### config.mk
export PLATFORM = sky130hd
export DESIGN_NAME = lsu
export DESIGN_NICKNAME = d
export VERILOG_FILES = /design/src/rtl/lsu_pkg.sv /design/src/rtl/lsu_decode.sv /design/src/rtl/lsu.sv
export SDC_FILE = /design/constraint.sdc
export NUM_CORES = 1
export LEC_CHECK = 0
export ABC_CLOCK_PERIOD_IN_PS = 4400
export BUFFER_PORTS_ARGS = -buffer_cell sky130_fd_sc_hd__buf_2
export CORE_UTILIZATION = 45
export CTS_CLUSTER_SIZE = 25
export DETAILED_ROUTE_END_ITERATION = 12
export PLACE_DENSITY = 0.72
export SETUP_SLACK_MARGIN = 0.02
export SLEW_MARGIN = 20
export SYNTH_ARGS = -nofsm -noshare
export SYNTH_HDL_FRONTEND = slang
export SYNTH_SLANG_ARGS = --single-unit
export TNS_END_PERCENT = 50
### constraint.sdc
create_clock -name i_clk -period 4.4 [get_ports i_clk]
set_clock_uncertainty 0.15 [all_clocks]
set_input_delay 0.22 -clock i_clk [delete_from_list [all_inputs] [get_ports i_clk]]
set_output_delay 0.22 -clock i_clk [all_outputs]
set_load 0.01 [all_outputs]
### src/rtl/lsu_pkg.sv
// ============================================================================
// lsu_pkg : opcode, access-size and memory-size constants for the LSU
// Rev 1.0
// ============================================================================
`default_nettype none

package lsu_pkg;

   localparam logic [5:0] OP_LB  = 6'h20;
   localparam logic [5:0] OP_LH  = 6'h21;
   localparam logic [5:0] OP_LW  = 6'h23;
   localparam logic [5:0] OP_LBU = 6'h24;
   localparam logic [5:0] OP_LHU = 6'h25;
   localparam logic [5:0] OP_SB  = 6'h28;
   localparam logic [5:0] OP_SH  = 6'h29;
   localparam logic [5:0] OP_SW  = 6'h2B;

   localparam logic [2:0] SZ_NONE = 3'd0;
   localparam logic [2:0] SZ_B    = 3'd1;
   localparam logic [2:0] SZ_H    = 3'd2;
   localparam logic [2:0] SZ_W    = 3'd4;

   localparam int unsigned MEM_SIZE = 1024;

endpackage

`default_nettype wire

### src/rtl/lsu_decode.sv
// ============================================================================
// lsu_decode : MIPS load/store opcode -> access class, size and sign
// Rev 1.0
// ============================================================================
`default_nettype none

module lsu_decode
   import lsu_pkg::*;
(
   input  logic [5:0] i_op,
   output logic       o_is_load,
   output logic       o_is_store,
   output logic [2:0] o_size,
   output logic       o_sign,
   output logic       o_bad_op
);

   always_comb begin
      o_is_load  = 1'b0;
      o_is_store = 1'b0;
      o_size     = SZ_NONE;
      o_sign     = 1'b0;
      o_bad_op   = 1'b0;
      case (i_op)
         OP_LB:  begin o_is_load  = 1'b1; o_size = SZ_B; o_sign = 1'b1; end
         OP_LH:  begin o_is_load  = 1'b1; o_size = SZ_H; o_sign = 1'b1; end
         OP_LW:  begin o_is_load  = 1'b1; o_size = SZ_W; o_sign = 1'b1; end
         OP_LBU: begin o_is_load  = 1'b1; o_size = SZ_B; end
         OP_LHU: begin o_is_load  = 1'b1; o_size = SZ_H; end
         OP_SB:  begin o_is_store = 1'b1; o_size = SZ_B; end
         OP_SH:  begin o_is_store = 1'b1; o_size = SZ_H; end
         OP_SW:  begin o_is_store = 1'b1; o_size = SZ_W; end
         default: o_bad_op = 1'b1;
      endcase
   end

endmodule

`default_nettype wire

### src/rtl/lsu.sv
// ============================================================================
// lsu : single-request load/store unit driving a big-endian byte RAM port
// Rev 1.0
// ============================================================================
`default_nettype none

module lsu
   import lsu_pkg::*;
#(
   parameter int unsigned MEM_BYTES = MEM_SIZE
)
(
   input  logic        i_clk,
   input  logic        i_rst,
   input  logic        i_req,
   input  logic [5:0]  i_op,
   input  logic [31:0] i_base,
   input  logic [15:0] i_offset,
   input  logic [31:0] i_wdata,
   output logic        o_busy,
   output logic        o_done,
   output logic [31:0] o_rdata,
   output logic        o_addr_err,
   output logic        o_err_store,
   output logic        o_bad_op,
   output logic [31:0] o_mem_addr,
   output logic [2:0]  o_mem_insize,
   output logic        o_mem_insign,
   output logic [2:0]  o_mem_outsize,
   output logic [31:0] o_mem_data,
   input  logic [31:0] i_mem_data
);

   localparam logic [1:0]  S_IDLE   = 2'd0;
   localparam logic [1:0]  S_ACCESS = 2'd1;
   localparam logic [1:0]  S_RESP   = 2'd2;
   localparam logic [32:0] c_mem_lim = 33'(MEM_BYTES);

   logic [1:0]  r_state;
   logic        r_is_load;
   logic        r_is_store;
   logic [2:0]  r_size;
   logic        r_sign;
   logic [31:0] r_rdata;
   logic        r_addr_err;
   logic        r_err_store;
   logic        r_bad_op;
   logic [31:0] r_mem_addr;
   logic [31:0] r_mem_data;

   logic        w_is_load;
   logic        w_is_store;
   logic [2:0]  w_size;
   logic        w_sign;
   logic        w_bad_op;
   logic [31:0] w_ea;
   logic [32:0] w_end;
   logic        w_misalign;
   logic        w_range;
   logic        w_access;

   lsu_decode u_decode (
      .i_op       (i_op),
      .o_is_load  (w_is_load),
      .o_is_store (w_is_store),
      .o_size     (w_size),
      .o_sign     (w_sign),
      .o_bad_op   (w_bad_op)
   );

   assign w_ea       = i_base + {{16{i_offset[15]}}, i_offset};
   // Extended to 33 bits so an access running past 2^32 cannot wrap into range.
   assign w_end      = {1'b0, w_ea} + {30'd0, w_size};
   assign w_misalign = ((w_size == SZ_H) && w_ea[0]) ||
                       ((w_size == SZ_W) && (w_ea[1:0] != 2'b00));
   assign w_range    = (w_end > c_mem_lim);

   always_ff @(posedge i_clk or posedge i_rst) begin
      if (i_rst) begin
         r_state     <= S_IDLE;
         r_is_load   <= 1'b0;
         r_is_store  <= 1'b0;
         r_size      <= SZ_NONE;
         r_sign      <= 1'b0;
         r_rdata     <= 32'd0;
         r_addr_err  <= 1'b0;
         r_err_store <= 1'b0;
         r_bad_op    <= 1'b0;
         r_mem_addr  <= 32'd0;
         r_mem_data  <= 32'd0;
      end else begin
         case (r_state)
            S_IDLE: begin
               if (i_req) begin
                  r_is_load  <= w_is_load;
                  r_is_store <= w_is_store;
                  r_size     <= w_size;
                  r_sign     <= w_sign;
                  if (w_bad_op) begin
                     r_bad_op <= 1'b1;
                     r_state  <= S_RESP;
                  end else if (w_misalign || w_range) begin
                     r_addr_err  <= 1'b1;
                     r_err_store <= w_is_store;
                     r_state     <= S_RESP;
                  end else begin
                     r_mem_addr <= w_ea;
                     if (w_is_store) begin
                        r_mem_data <= i_wdata;
                     end
                     r_state <= S_ACCESS;
                  end
               end
            end
            S_ACCESS: begin
               if (r_is_load) begin
                  r_rdata <= i_mem_data;
               end
               r_state <= S_RESP;
            end
            S_RESP: begin
               r_addr_err  <= 1'b0;
               r_err_store <= 1'b0;
               r_bad_op    <= 1'b0;
               r_state     <= S_IDLE;
            end
            default: r_state <= S_IDLE;
         endcase
      end
   end

   // Strobes decode from state so an async reset kills a pending write at once.
   assign w_access      = (r_state == S_ACCESS);
   assign o_mem_insize  = (w_access && r_is_load)  ? r_size : SZ_NONE;
   assign o_mem_insign  = w_access && r_is_load && r_sign;
   assign o_mem_outsize = (w_access && r_is_store) ? r_size : SZ_NONE;
   assign o_mem_addr    = r_mem_addr;
   assign o_mem_data    = r_mem_data;

   assign o_busy      = (r_state != S_IDLE);
   assign o_done      = (r_state == S_RESP);
   assign o_rdata     = r_rdata;
   assign o_addr_err  = r_addr_err;
   assign o_err_store = r_err_store;
   assign o_bad_op    = r_bad_op;

endmodule

`default_nettype wire
==> run metrics <==
layout cells sized above 1=a little under half; Non-Filler Instances=1373; r2r endpoint=o_mem_addr[3]; Top cell by count, worst path=a211oi_2; Slew headroom=49.02%; DR DRC count=0; antenna diode count=0; Crit Path Max Fanout=13; post-synthesis register bit count=between 100 and 150; startpoint types=input pin; cell taking the most area after synthesis=dfrtp_1; Hold Crit Class=in2reg; worst reg-to-reg path cell count=5; DIE AREA=between 0.015 and 0.02 mm2; dpl cells=~1300; final instance area=approximately 0.011 mm2; Hold EP=r_state[1]; total core area=approximately 0.015 mm2; WHS=between 0.02 and 0.03 ns; Via Count=7410; failing checks=negative setup slack; leakage=roughly 5.5 nW; Iter 0 DRT Violations=448; mean post-synth cell area=9.959 um2; setup ws final=-0.01828 ns; post-synthesis instance area=approximately 0.0072 mm2; Crit path largest cell delay=roughly 0.46 ns; max-slew violation count=0; Starting Density=46.67%; Power Density=274.9 mW/mm2; WP data required=4.48 ns; outcome=finished, violations left; Reg clk slew, reported paths=approximately 0.070 ns; top cells by area, synth=dfrtp_1 37%, mux2_2 11%, ha_1 5.9%; syn_nets=roughly 900; post-synthesis cell type count=89; RSZ-0062 raised after global routing=true; Vert. Die Dim=128.5 um; Least-Margin Pin Slew=between 0.7 and 0.8 ns; antenna viol nets, final=0; Routability Congestion=~0.86; dpl hpwl=about 16000 um; CTS Buffer Depth=2; critical path, cell by cell=buf_2 -> nand2b_1 -> a211oi_2 -> nor2b_4 -> ha_1 -> inv_1 -> fa_1 -> nor2b_2 -> nor2_1 -> nor3_2 -> xnor2_1 -> nand4_1 -> a211oi_2 -> nand3_1 -> a31oi_2 -> nand4b_1 -> a2111o_1 -> or4_4 -> buf_12 -> mux2_4; cell count after synthesis=723; Top Ports=approximately 230; row count=45; largest net degree at the start of global routing=64; maximum vdd ir drop=0.2003 mV; ys flop type=dfrtp_1; Synth top area share=37.19%; die span in x=roughly 130 um; Synth warnings=0; initial antenna violation count=1; Async SR Flop Fraction=100.0%; H-tree depth=3; WHS Path Cells=3; first-pass GRT wire length=about 37000 um; CTS root buf=clkbuf_16; crit path time final=between 4 and 5 ns; Num CTS Buffers=9; DRT Wirelength=approximately 23000 um; Reg2Reg Setup Slack=about 2.2 ns; GR Overflow Total=0; EDFF count, synth=0; maximum clock frequency=roughly 230 MHz; Power Total=about 0.0030 W; Clock Sinks=107; Final Hold Vio Count=0; reg2reg start=r_state[1]; Post-Place Worst Slack=-0.4222 ns; TritonCTS clock tree=built; DR WL/cell=about 17 um; vias per cell=~5.4; gr usage total=between 20 and 30%; Max Cap Violations=0; CP max stage cell=or4_4; final setup vio count=7; 1st-pass router iterations=4; Port Buffer Count=between 200 and 250; worst setup path class=in2reg; min-delay src=i_req; post-synthesis sequential area ratio=37.19%; kind of end point of the critical path=flop; number of global-route vias before repair=approximately 7500; fin crit share=100.4%; Worst-Skew Late Latency=~0.34 ns; Layout Nets=1314; placed cell areas=around 0.0097 mm2; Syn-to-layout area delta=49.80%; CP Data Arrival Time=roughly 4.5 ns
critical path, delay by kind of cell:
| kind | cells | cell delay (ns) |
|---|---|---|
| compound gates | 4 | 1.12 |
| fa+ha+maj | 2 | 0.58 |
| mux | 1 | 0.30 |
| buf+inv | 3 | 0.33 |
| simple gates | 9 | 1.76 |
| xor+xnor | 1 | 0.18 |
cells in the final DEF (no fill, tap or decap), types with 5 or more instances in the layout:
| master | n |
|---|---|
| o21ai_1 | 6 |
| or3_1 | 6 |
| and4_1 | 6 |
| buf_2 | 228 |
| clkbuf_16 | 9 |
| xnor2_1 | 18 |
| nand3_1 | 22 |
| ha_1 | 33 |
| dlygate4sd3_1 | 64 |
| and2_1 | 30 |
| nor2_1 | 48 |
| a21o_1 | 20 |
| and3_1 | 12 |
| dfrtp_1 | 107 |
| a211oi_1 | 5 |
| nor3_1 | 5 |
| a31oi_1 | 7 |
| nand2_1 | 51 |
| o21ai_0 | 21 |
| mux2i_1 | 7 |
| nand4_1 | 16 |
| o211ai_1 | 9 |
| buf_4 | 156 |
| inv_1 | 28 |
| mux2_2 | 70 |
| mux2_4 | 7 |
| a21oi_1 | 40 |
| xor2_1 | 5 |
area by class of cell:
cell class | instances | area [um2]
Sequential cell | 107 | 2678
Multi-Input combinational cell | 558 | 4360
Clock buffer | 10 | 239.0
Clock inverter | 6 | 118.9
Tap cell | 211 | 264.0
Inverter | 29 | 111.4
Timing Repair Buffer | 452 | 3015
Fill cell | 1158 | 4641
worst max-delay path by stage:
| stage | slack (ns) | to | from |
|---|---|---|---|
| after global placement | -0.32 | o_mem_addr[0] | i_base[0] |
| after floorplan | -0.15 | o_mem_addr[0] | i_base[0] |
| final | -0.02 | o_mem_addr[3] | i_op[4] |
| after global routing | -0.20 | o_mem_addr[3] | i_op[4] |
| after detailed placement | -0.42 | o_mem_addr[1] | i_base[0] |
| after CTS | -0.003 | o_mem_addr[3] | i_base[0] |
report_power, final:
group	leakage (nW)	internal, W	switching, W
logic	3.93	0.000506	0.000495
registers	1.41	0.00100	0.0000132
clock network	0.175	0.000579	0.000370
registers in the layout, summed over array words and instances, names as in the netlist:
name	count
o_bad_op	1
o_addr_err	1
r_size	3
o_err_store	1
r_sign	1
r_is_load	1
r_is_store	1
o_mem_data	32
r_state	2
o_mem_addr	32
o_rdata	32
synth_stat cells (3+ instances only):
master and count:
o21ai_1 5, a221oi_1 3, dfrtp_1 107, o21bai_1 3, o21a_1 4, o31ai_1 4
and3_1 12, xnor2_1 19, ha_1 34, nand2b_1 3, nor4_1 4, or4_1 3
a211oi_1 7, xor2_1 7, or2_2 4, o21ai_0 22, and4_1 6, a31oi_1 8
o2111ai_1 3, nand3_1 22, a31o_2 3, a21o_1 20, nand4_1 16, a211o_1 4
nor4_4 3, a21oi_1 40, mux2_2 70, buf_6 4, nor2_1 48, inv_1 29
clkbuf_1 12, mux2i_1 7, or3_1 6, and2_1 30, nor2b_1 5, o211ai_1 9
mux2_4 7, nand2_1 51, buf_2 9, a2111oi_0 3, nor3_1 6, a221o_1 3
through the flow:
stage               setup TNS [ns]  util (%)
floorplan                   -1.519         -
global route                -8.131     69.92
CTS                      -0.002559     69.40
finish                    -0.06008     69.92
detailed placement          -16.31     62.63
global placement            -12.13     62.63
metal layers:
layer	up-vias	global-route usage [%]	share of wire, %
met2	264	50.49	50
met3	86	6.486	5.4
met5	-	0	0.056
met4	2	11.90	4.0
li1	3563	-	-
met1	3495	32.50	41
logic make-up (layout without fill, tap and decap cells):
family          count (synthesis)  count (layout)  share of synthesized area, %
compound gates                174             174                         17.55
xor+xnor                       26              26                         3.162
fa+ha+maj                      36              36                         6.464
buf+inv                        58             497                         3.631
flops                         107             107                         37.19
mux                            84              84                         13.38
simple gates                  238             238                         18.63
repair_timing:
action / in CTS / in global routing
hold endpoints to repair: 125 / 0
endpoints found under the setup margin: 10 / 68
pin swaps: 2 / 11
resized for setup: 9 / 12
hold buffers: 64 / 0
buffers inserted: 0 / 3
Note: power is estimated with default switching activity, not from simulation.
